<file path="src/rtl/fir_pkg.sv">
// rtl/fir_pkg.sv - shared helpers, default formats and prototype taps for the FIR family
// Purpose: clog2 helper, default fixed-point formats with their derived widths,
//          the two-state burst FSM encoding and a 24-entry raised-cosine prototype.
// Ports:   none (package).
package fir_pkg;

  function automatic int clog2(input int value);
    int r;
    r = 0;
    while ((1 << r) < value) r = r + 1;
    return r;
  endfunction

  localparam int DEF_NB_INPUT   = 8;
  localparam int DEF_NBF_INPUT  = 7;
  localparam int DEF_NB_OUTPUT  = 8;
  localparam int DEF_NBF_OUTPUT = 7;
  localparam int DEF_NB_COEFF   = 8;
  localparam int DEF_NBF_COEFF  = 7;
  localparam int DEF_N_PHASE    = 4;
  localparam int DEF_N_TAPS     = 6;

  // Full-precision product, growth-safe accumulator, and the width left after
  // rounding off the surplus fraction bits (before clamping to the output).
  localparam int NB_PROD = DEF_NB_INPUT + DEF_NB_COEFF;
  localparam int NB_ACC  = NB_PROD + clog2(DEF_N_TAPS);
  localparam int NBF_ACC = DEF_NBF_INPUT + DEF_NBF_COEFF;
  localparam int NB_SAT  = NB_ACC + 1 - (NBF_ACC - DEF_NBF_OUTPUT);

  typedef enum logic {
    ST_IDLE = 1'b0,
    ST_BUSY = 1'b1
  } fir_state_e;

  // Raised-cosine prototype (rolloff 0.5, 4x oversampled, Q1.7), index n at t=(n-12)/4.
  localparam logic signed [DEF_NB_COEFF-1:0] RC_PROTO [24] = '{
    8'sd0,   8'sd1,   8'sd2,   8'sd3,   8'sd0,   -8'sd7,
    -8'sd15, -8'sd16, 8'sd0,   8'sd33,  8'sd76,  8'sd113,
    8'sd127, 8'sd113, 8'sd76,  8'sd33,  8'sd0,   -8'sd16,
    -8'sd15, -8'sd7,  8'sd0,   8'sd3,   8'sd2,   8'sd1
  };

endpackage

</file>
<file path="src/rtl/round_sat.sv">
// rtl/round_sat.sv - combinational round/truncate and saturate to a narrower format
// Purpose: drops NBF_IN-NBF_OUT fraction bits (optionally round-half-up) and clamps
//          the result into NB_OUT bits, flagging any clamp.
// Ports:   i_data (signed NB_IN in), o_data (signed NB_OUT out), o_sat (clamp flag out).
module round_sat
  import fir_pkg::*;
#(
  parameter int NB_IN   = NB_ACC,
  parameter int NBF_IN  = NBF_ACC,
  parameter int NB_OUT  = DEF_NB_OUTPUT,
  parameter int NBF_OUT = DEF_NBF_OUTPUT,
  parameter int ROUND   = 1
) (
  input  logic signed [NB_IN-1:0]  i_data,
  output logic signed [NB_OUT-1:0] o_data,
  output logic                     o_sat
);

  localparam int DROP   = NBF_IN - NBF_OUT;
  localparam int NB_SUM = NB_IN + 1;
  localparam int NB_SHR = NB_SUM - DROP;
  localparam logic [NB_SUM-1:0] HALF = (ROUND != 0) ? (NB_SUM'(1) << (DROP - 1)) : '0;

  logic [NB_SUM-1:0] sum;
  logic [NB_SHR-1:0] shr;
  logic              in_range;

  always_comb begin
    // One guard bit so adding the half-LSB can never wrap.
    sum      = {i_data[NB_IN-1], i_data} + HALF;
    shr      = NB_SHR'(sum >> DROP);
    // Representable only if every discarded integer bit equals the kept sign bit.
    in_range = (&shr[NB_SHR-1:NB_OUT-1]) || !(|shr[NB_SHR-1:NB_OUT-1]);
    o_sat    = !in_range;
    if (in_range) begin
      o_data = shr[NB_OUT-1:0];
    end else if (shr[NB_SHR-1]) begin
      o_data = {1'b1, {(NB_OUT-1){1'b0}}};
    end else begin
      o_data = {1'b0, {(NB_OUT-1){1'b1}}};
    end
  end

endmodule

</file>
<file path="src/rtl/polyphase_interp_fir.sv">
// rtl/polyphase_interp_fir.sv - parametrised polyphase interpolating FIR
// Purpose: each accepted sample produces N_PHASE outputs, one per polyphase branch,
//          using run-time loadable coefficients, then rounds and saturates.
// Ports:   clock, i_reset (sync, active high);
//          i_data/i_valid/o_ready input handshake;
//          i_coeff_we/i_coeff_addr/i_coeff_data coefficient write (addr = phase*N_TAPS+tap);
//          o_data/o_valid/o_phase/o_sat output sample, its branch index and clamp flag.
module polyphase_interp_fir
  import fir_pkg::*;
#(
  parameter int NB_INPUT   = DEF_NB_INPUT,
  parameter int NBF_INPUT  = DEF_NBF_INPUT,
  parameter int NB_OUTPUT  = DEF_NB_OUTPUT,
  parameter int NBF_OUTPUT = DEF_NBF_OUTPUT,
  parameter int NB_COEFF   = DEF_NB_COEFF,
  parameter int NBF_COEFF  = DEF_NBF_COEFF,
  parameter int N_PHASE    = DEF_N_PHASE,
  parameter int N_TAPS     = DEF_N_TAPS,
  parameter int ROUND      = 1
) (
  input  logic                                clock,
  input  logic                                i_reset,
  input  logic signed [NB_INPUT-1:0]          i_data,
  input  logic                                i_valid,
  output logic                                o_ready,
  input  logic                                i_coeff_we,
  input  logic [clog2(N_PHASE*N_TAPS)-1:0]    i_coeff_addr,
  input  logic signed [NB_COEFF-1:0]          i_coeff_data,
  output logic signed [NB_OUTPUT-1:0]         o_data,
  output logic                                o_valid,
  output logic [clog2(N_PHASE)-1:0]           o_phase,
  output logic                                o_sat
);

  localparam int CA_W   = clog2(N_PHASE * N_TAPS);
  localparam int PH_W   = clog2(N_PHASE);
  localparam int PROD_W = NB_INPUT + NB_COEFF;
  localparam int ACC_W  = PROD_W + clog2(N_TAPS);
  localparam int ACC_F  = NBF_INPUT + NBF_COEFF;
  localparam logic [PH_W-1:0] LAST_PHASE = PH_W'(N_PHASE - 1);

  fir_state_e                  state_q, state_d;
  logic [PH_W-1:0]             phase_q, phase_d;
  logic signed [NB_INPUT-1:0]  tap_q   [N_TAPS];
  logic signed [NB_COEFF-1:0]  coeff_q [N_PHASE][N_TAPS];
  logic signed [PROD_W-1:0]    prod;
  logic signed [ACC_W-1:0]     acc_d, acc_q;
  logic                        acc_vld_q;
  logic [PH_W-1:0]             acc_phase_q;
  logic signed [NB_OUTPUT-1:0] rs_data, o_data_q;
  logic                        rs_sat, o_sat_q, o_valid_q;
  logic [PH_W-1:0]             o_phase_q;
  logic                        accept;

  // Ready again during the last phase so bursts can abut with no idle cycle.
  assign o_ready = (state_q == ST_IDLE) || (phase_q == LAST_PHASE);
  assign accept  = i_valid && o_ready;

  always_ff @(posedge clock) begin
    if (i_reset) begin
      state_q <= ST_IDLE;
      phase_q <= '0;
    end else begin
      state_q <= state_d;
      phase_q <= phase_d;
    end
  end

  always_comb begin
    state_d = state_q;
    phase_d = phase_q;
    unique case (state_q)
      ST_IDLE: begin
        if (accept) begin
          state_d = ST_BUSY;
          phase_d = '0;
        end
      end
      ST_BUSY: begin
        if (accept) begin
          phase_d = '0;
        end else if (phase_q == LAST_PHASE) begin
          state_d = ST_IDLE;
          phase_d = '0;
        end else begin
          phase_d = phase_q + 1'b1;
        end
      end
      default: begin
        state_d = ST_IDLE;
        phase_d = '0;
      end
    endcase
  end

  // One branch per cycle: dot product of the current phase's coefficients with the taps.
  always_comb begin
    prod  = '0;
    acc_d = '0;
    for (int k = 0; k < N_TAPS; k++) begin
      prod  = tap_q[k] * coeff_q[phase_q][k];
      acc_d = acc_d + {{(ACC_W-PROD_W){prod[PROD_W-1]}}, prod};
    end
  end

  always_ff @(posedge clock) begin
    if (i_reset) begin
      for (int k = 0; k < N_TAPS; k++) tap_q[k] <= '0;
      for (int p = 0; p < N_PHASE; p++) begin
        for (int k = 0; k < N_TAPS; k++) coeff_q[p][k] <= '0;
      end
    end else begin
      if (accept) begin
        tap_q[0] <= i_data;
        for (int k = 1; k < N_TAPS; k++) tap_q[k] <= tap_q[k-1];
      end
      // Address decode only matches in-range locations, so others fall through.
      if (i_coeff_we) begin
        for (int p = 0; p < N_PHASE; p++) begin
          for (int k = 0; k < N_TAPS; k++) begin
            if (i_coeff_addr == CA_W'(p * N_TAPS + k)) coeff_q[p][k] <= i_coeff_data;
          end
        end
      end
    end
  end

  // Two-stage output: accumulator register, then rounded/saturated output register.
  always_ff @(posedge clock) begin
    if (i_reset) begin
      acc_q       <= '0;
      acc_vld_q   <= 1'b0;
      acc_phase_q <= '0;
      o_data_q    <= '0;
      o_valid_q   <= 1'b0;
      o_phase_q   <= '0;
      o_sat_q     <= 1'b0;
    end else begin
      acc_vld_q <= (state_q == ST_BUSY);
      if (state_q == ST_BUSY) begin
        acc_q       <= acc_d;
        acc_phase_q <= phase_q;
      end
      o_valid_q <= acc_vld_q;
      if (acc_vld_q) begin
        o_data_q  <= rs_data;
        o_sat_q   <= rs_sat;
        o_phase_q <= acc_phase_q;
      end
    end
  end

  round_sat #(
    .NB_IN  (ACC_W),
    .NBF_IN (ACC_F),
    .NB_OUT (NB_OUTPUT),
    .NBF_OUT(NBF_OUTPUT),
    .ROUND  (ROUND)
  ) u_round_sat (
    .i_data(acc_q),
    .o_data(rs_data),
    .o_sat (rs_sat)
  );

  assign o_data  = o_data_q;
  assign o_valid = o_valid_q;
  assign o_phase = o_phase_q;
  assign o_sat   = o_sat_q;

endmodule

</file>
<file path="config.mk">
export PLATFORM = sky130hd
export DESIGN_NAME = polyphase_interp_fir
export DESIGN_NICKNAME = d
export VERILOG_FILES = /design/src/rtl/fir_pkg.sv /design/src/rtl/round_sat.sv /design/src/rtl/polyphase_interp_fir.sv
export SDC_FILE = /design/constraint.sdc
export NUM_CORES = 2
export LEC_CHECK = 0
export CAP_MARGIN = 20
export CORE_MARGIN = 2
export CORE_UTILIZATION = 60
export CTS_BUF_LIST = sky130_fd_sc_hd__clkbuf_2 sky130_fd_sc_hd__clkbuf_4 sky130_fd_sc_hd__clkbuf_8
export DETAILED_ROUTE_END_ITERATION = 6
export GPL_TIMING_DRIVEN = 0
export PLACE_DENSITY = 0.77
export REMOVE_ABC_BUFFERS = 1
export SLEW_MARGIN = 10
export SYNTH_ARGS = -nofsm -noshare
export SYNTH_HDL_FRONTEND = slang
export SYNTH_SLANG_ARGS = --single-unit
</file>
<file path="constraint.sdc">
create_clock -name clock -period 15.8 [get_ports clock]
set_input_delay 3.16 -clock clock [delete_from_list [all_inputs] [get_ports clock]]
set_output_delay 3.16 -clock clock [all_outputs]
set_load 0.005 [all_outputs]
</file>
==> reports/summary.txt <==
outcome: completed
post-synth top area share: 33.7%
DR iter-0 viols: 1290
Synth area leader: fa_1
Hold Violations, Final: 0
initial antenna violation count: 1
ys flop type: edfxtp_1
area delta synth->final: 6.88%
Final Critical Period: 12.56 ns
Syn Area/Cell: 11.3 µm²
number of global-route vias before repair: 19.4k
worst hold slack: 0.477 ns
Final Slew Violations: 0
via count: 17.6k
Final Wtd Congestion: 0.869
proportion of layout cells with a drive suffix above 1: 5.55%
Clk Latency, worst-skew pair: 0.64 ns
first-pass GRT wire length: 102 mm
H-tree depth: 2
Worst setup EP type: register
top area cells in the synthesized netlist: fa_1, edfxtp_1, and2_1
WP data required: 16.31 ns
slew at the pin closest to its max-slew limit: 1.01 ns
dpl cells: 3084
register area share after synthesis: 28.0%
Initial Util: 60.6%
largest net degree at the start of global routing: 52
clk_skew: 0.0400 ns
DP Wirelength: 50.0 mm
Critical-path top delay cell: dfxtp_4
Max-slew headroom: 31.7%
Worst Setup Start Kind: register
FF-to-FF path depth: 38
CTS root buf: clkbuf_8
max-cap viol count: 0
gr ovfl total: 0
First-pass DRT Iterations: 5
Die Wd: 220 µm
Critical Path Fanout Max: 51
WL final: 62.2 mm
Synth Warn #: 0
Post-synth EDFFs: 240
Setup Buffers After CTS: 0
Die Area: 48600 µm²
Worst path max stage delay: 0.82 ns
Tcrit/Tclk final: 79.5%
fmax: 0.0796 GHz
vias per std cell: 5.54
Layout Cells excl Fill: 3168
CTS tree: done
post-cts resize count: 0
Post-DRT Antenna Nets: 0
DRC Markers: 0
hold-fix buffers at CTS: 0
hold crit path type: register to register
Clock Path Buffers: 3
Die H: 220 µm
CTS sink count: 273
Synth Instances: 2495
total CTS buffers: 46
CP dominant cell by count: fa_1
dpl cell area: 29100 µm²
ys async rst share: 0%
core area: 46400 µm²
number of synthesized register bits: 273
Final nets: 3187
unrepaired setup endpoints after global routing: no
post-synthesis cell area: 28100 µm²
most frequent cell after synthesis: inv_1
final setup fails: 0
final instance area: 30000 µm²
most instantiated cells after synthesis: inv_1, fa_1, and2_1
CP Data Arrival Time: 13.08 ns
CP Class: register to register
cell row count: 79
Min-Delay Path Depth: 2
I/O pins: 38
Setup TNS Final: 0 ns
overall global routing resource usage: 27.8%
PortBufs: 37
Netlist cell types: 66
CTS clock-pin slew for the worst setup and hold paths: 0.07 ns
wire per inst: 19.6 µm
-- final timing paths --
| kind | startpoint | endpoint | slack (ns) |
|---|---|---|---|
| worst min register to register | o_sat | o_sat | 0.48 |
| worst max-delay path | register | acc_q[18] | 3.24 |
| worst max register to register | register | acc_q[18] | 3.24 |
| worst min-delay path | o_sat | o_sat | 0.48 |
-- kinds of logic (layout without fill, tap and decap cells) --
group	Yosys count	in the layout	share of synthesized area, %
AO/OA/AOI/OAI	129	129	3.18
other	0	1	0
buffers and inverters	636	701	8.53
multiplexers	57	57	4.05
flip-flops	273	273	28.0
XOR/XNOR	51	51	1.72
adder cells (fa/ha/maj)	637	637	41.0
AND/OR/NAND/NOR	712	712	13.6
-- sequential cells by signal (all words and copies together) (netlist names), 2 cells and up, named ones only --
| signal | cells |
|---|---|
| acc_phase_q | 2 |
| acc_q | 13 |
| coeff_q | 192 |
| o_data | 8 |
| o_phase | 2 |
| phase_q | 2 |
| tap_q | 48 |
-- routing by layer --
layer,routed length [µm],GRT usage (%),up-vias
met5,0,0,-
met4,2260,9.93,0
met3,4520,4.77,147
met2,30900,47.0,639
met1,24400,36.6,8961
li1,-,-,7814
-- worst max-delay path: cells and delay by family, from the launching register on --
kind	cells	cell delay (ns)
adder cells (fa/ha/maj)	14	6.83
AO/OA/AOI/OAI	8	2.67
buffers and inverters	11	0.82
flip-flops	1	0.82
AND/OR/NAND/NOR	3	0.63
multiplexers	1	0.41
XOR/XNOR	1	0.22
-- area by class of cell --
class / count / area, µm²
Timing Repair Buffer: 40 / 440
Sequential cell: 273 / 7880
Antenna cell: 1 / 2.50
Tap cell: 607 / 759
Clock buffer: 64 / 774
Fill cell: 3493 / 16300
Clock inverter: 19 / 161
Inverter: 578 / 2170
Multi-Input combinational cell: 1586 / 17900
-- stage by stage --
step / utilization, % / worst slack, ns
3_5_place_dp: 62.8 / 3.37
4_1_cts: 64.8 / 3.30
5_1_grt: 64.8 / 2.72
2_1_floorplan: - / 3.52
3_3_place_gp: 62.6 / 1.59
6_report: 64.8 / 3.24
-- cell usage in the layout (no fill, tap or decap), types with 27 or more instances in the layout --
master and instances:
mux4_2 45, xnor2_1 40, clkbuf_8 47, edfxtp_1 240
fa_1 473, clkdlybuf4s50_1 36, nor2_1 72, ha_1 164
nand2b_1 36, dfxtp_1 31, nand2_1 183, a21oi_1 27
and2_1 347, inv_1 578
Power is not shown: default switching activity piles up to over one toggle a cycle in this logic, so the estimate is an artifact.
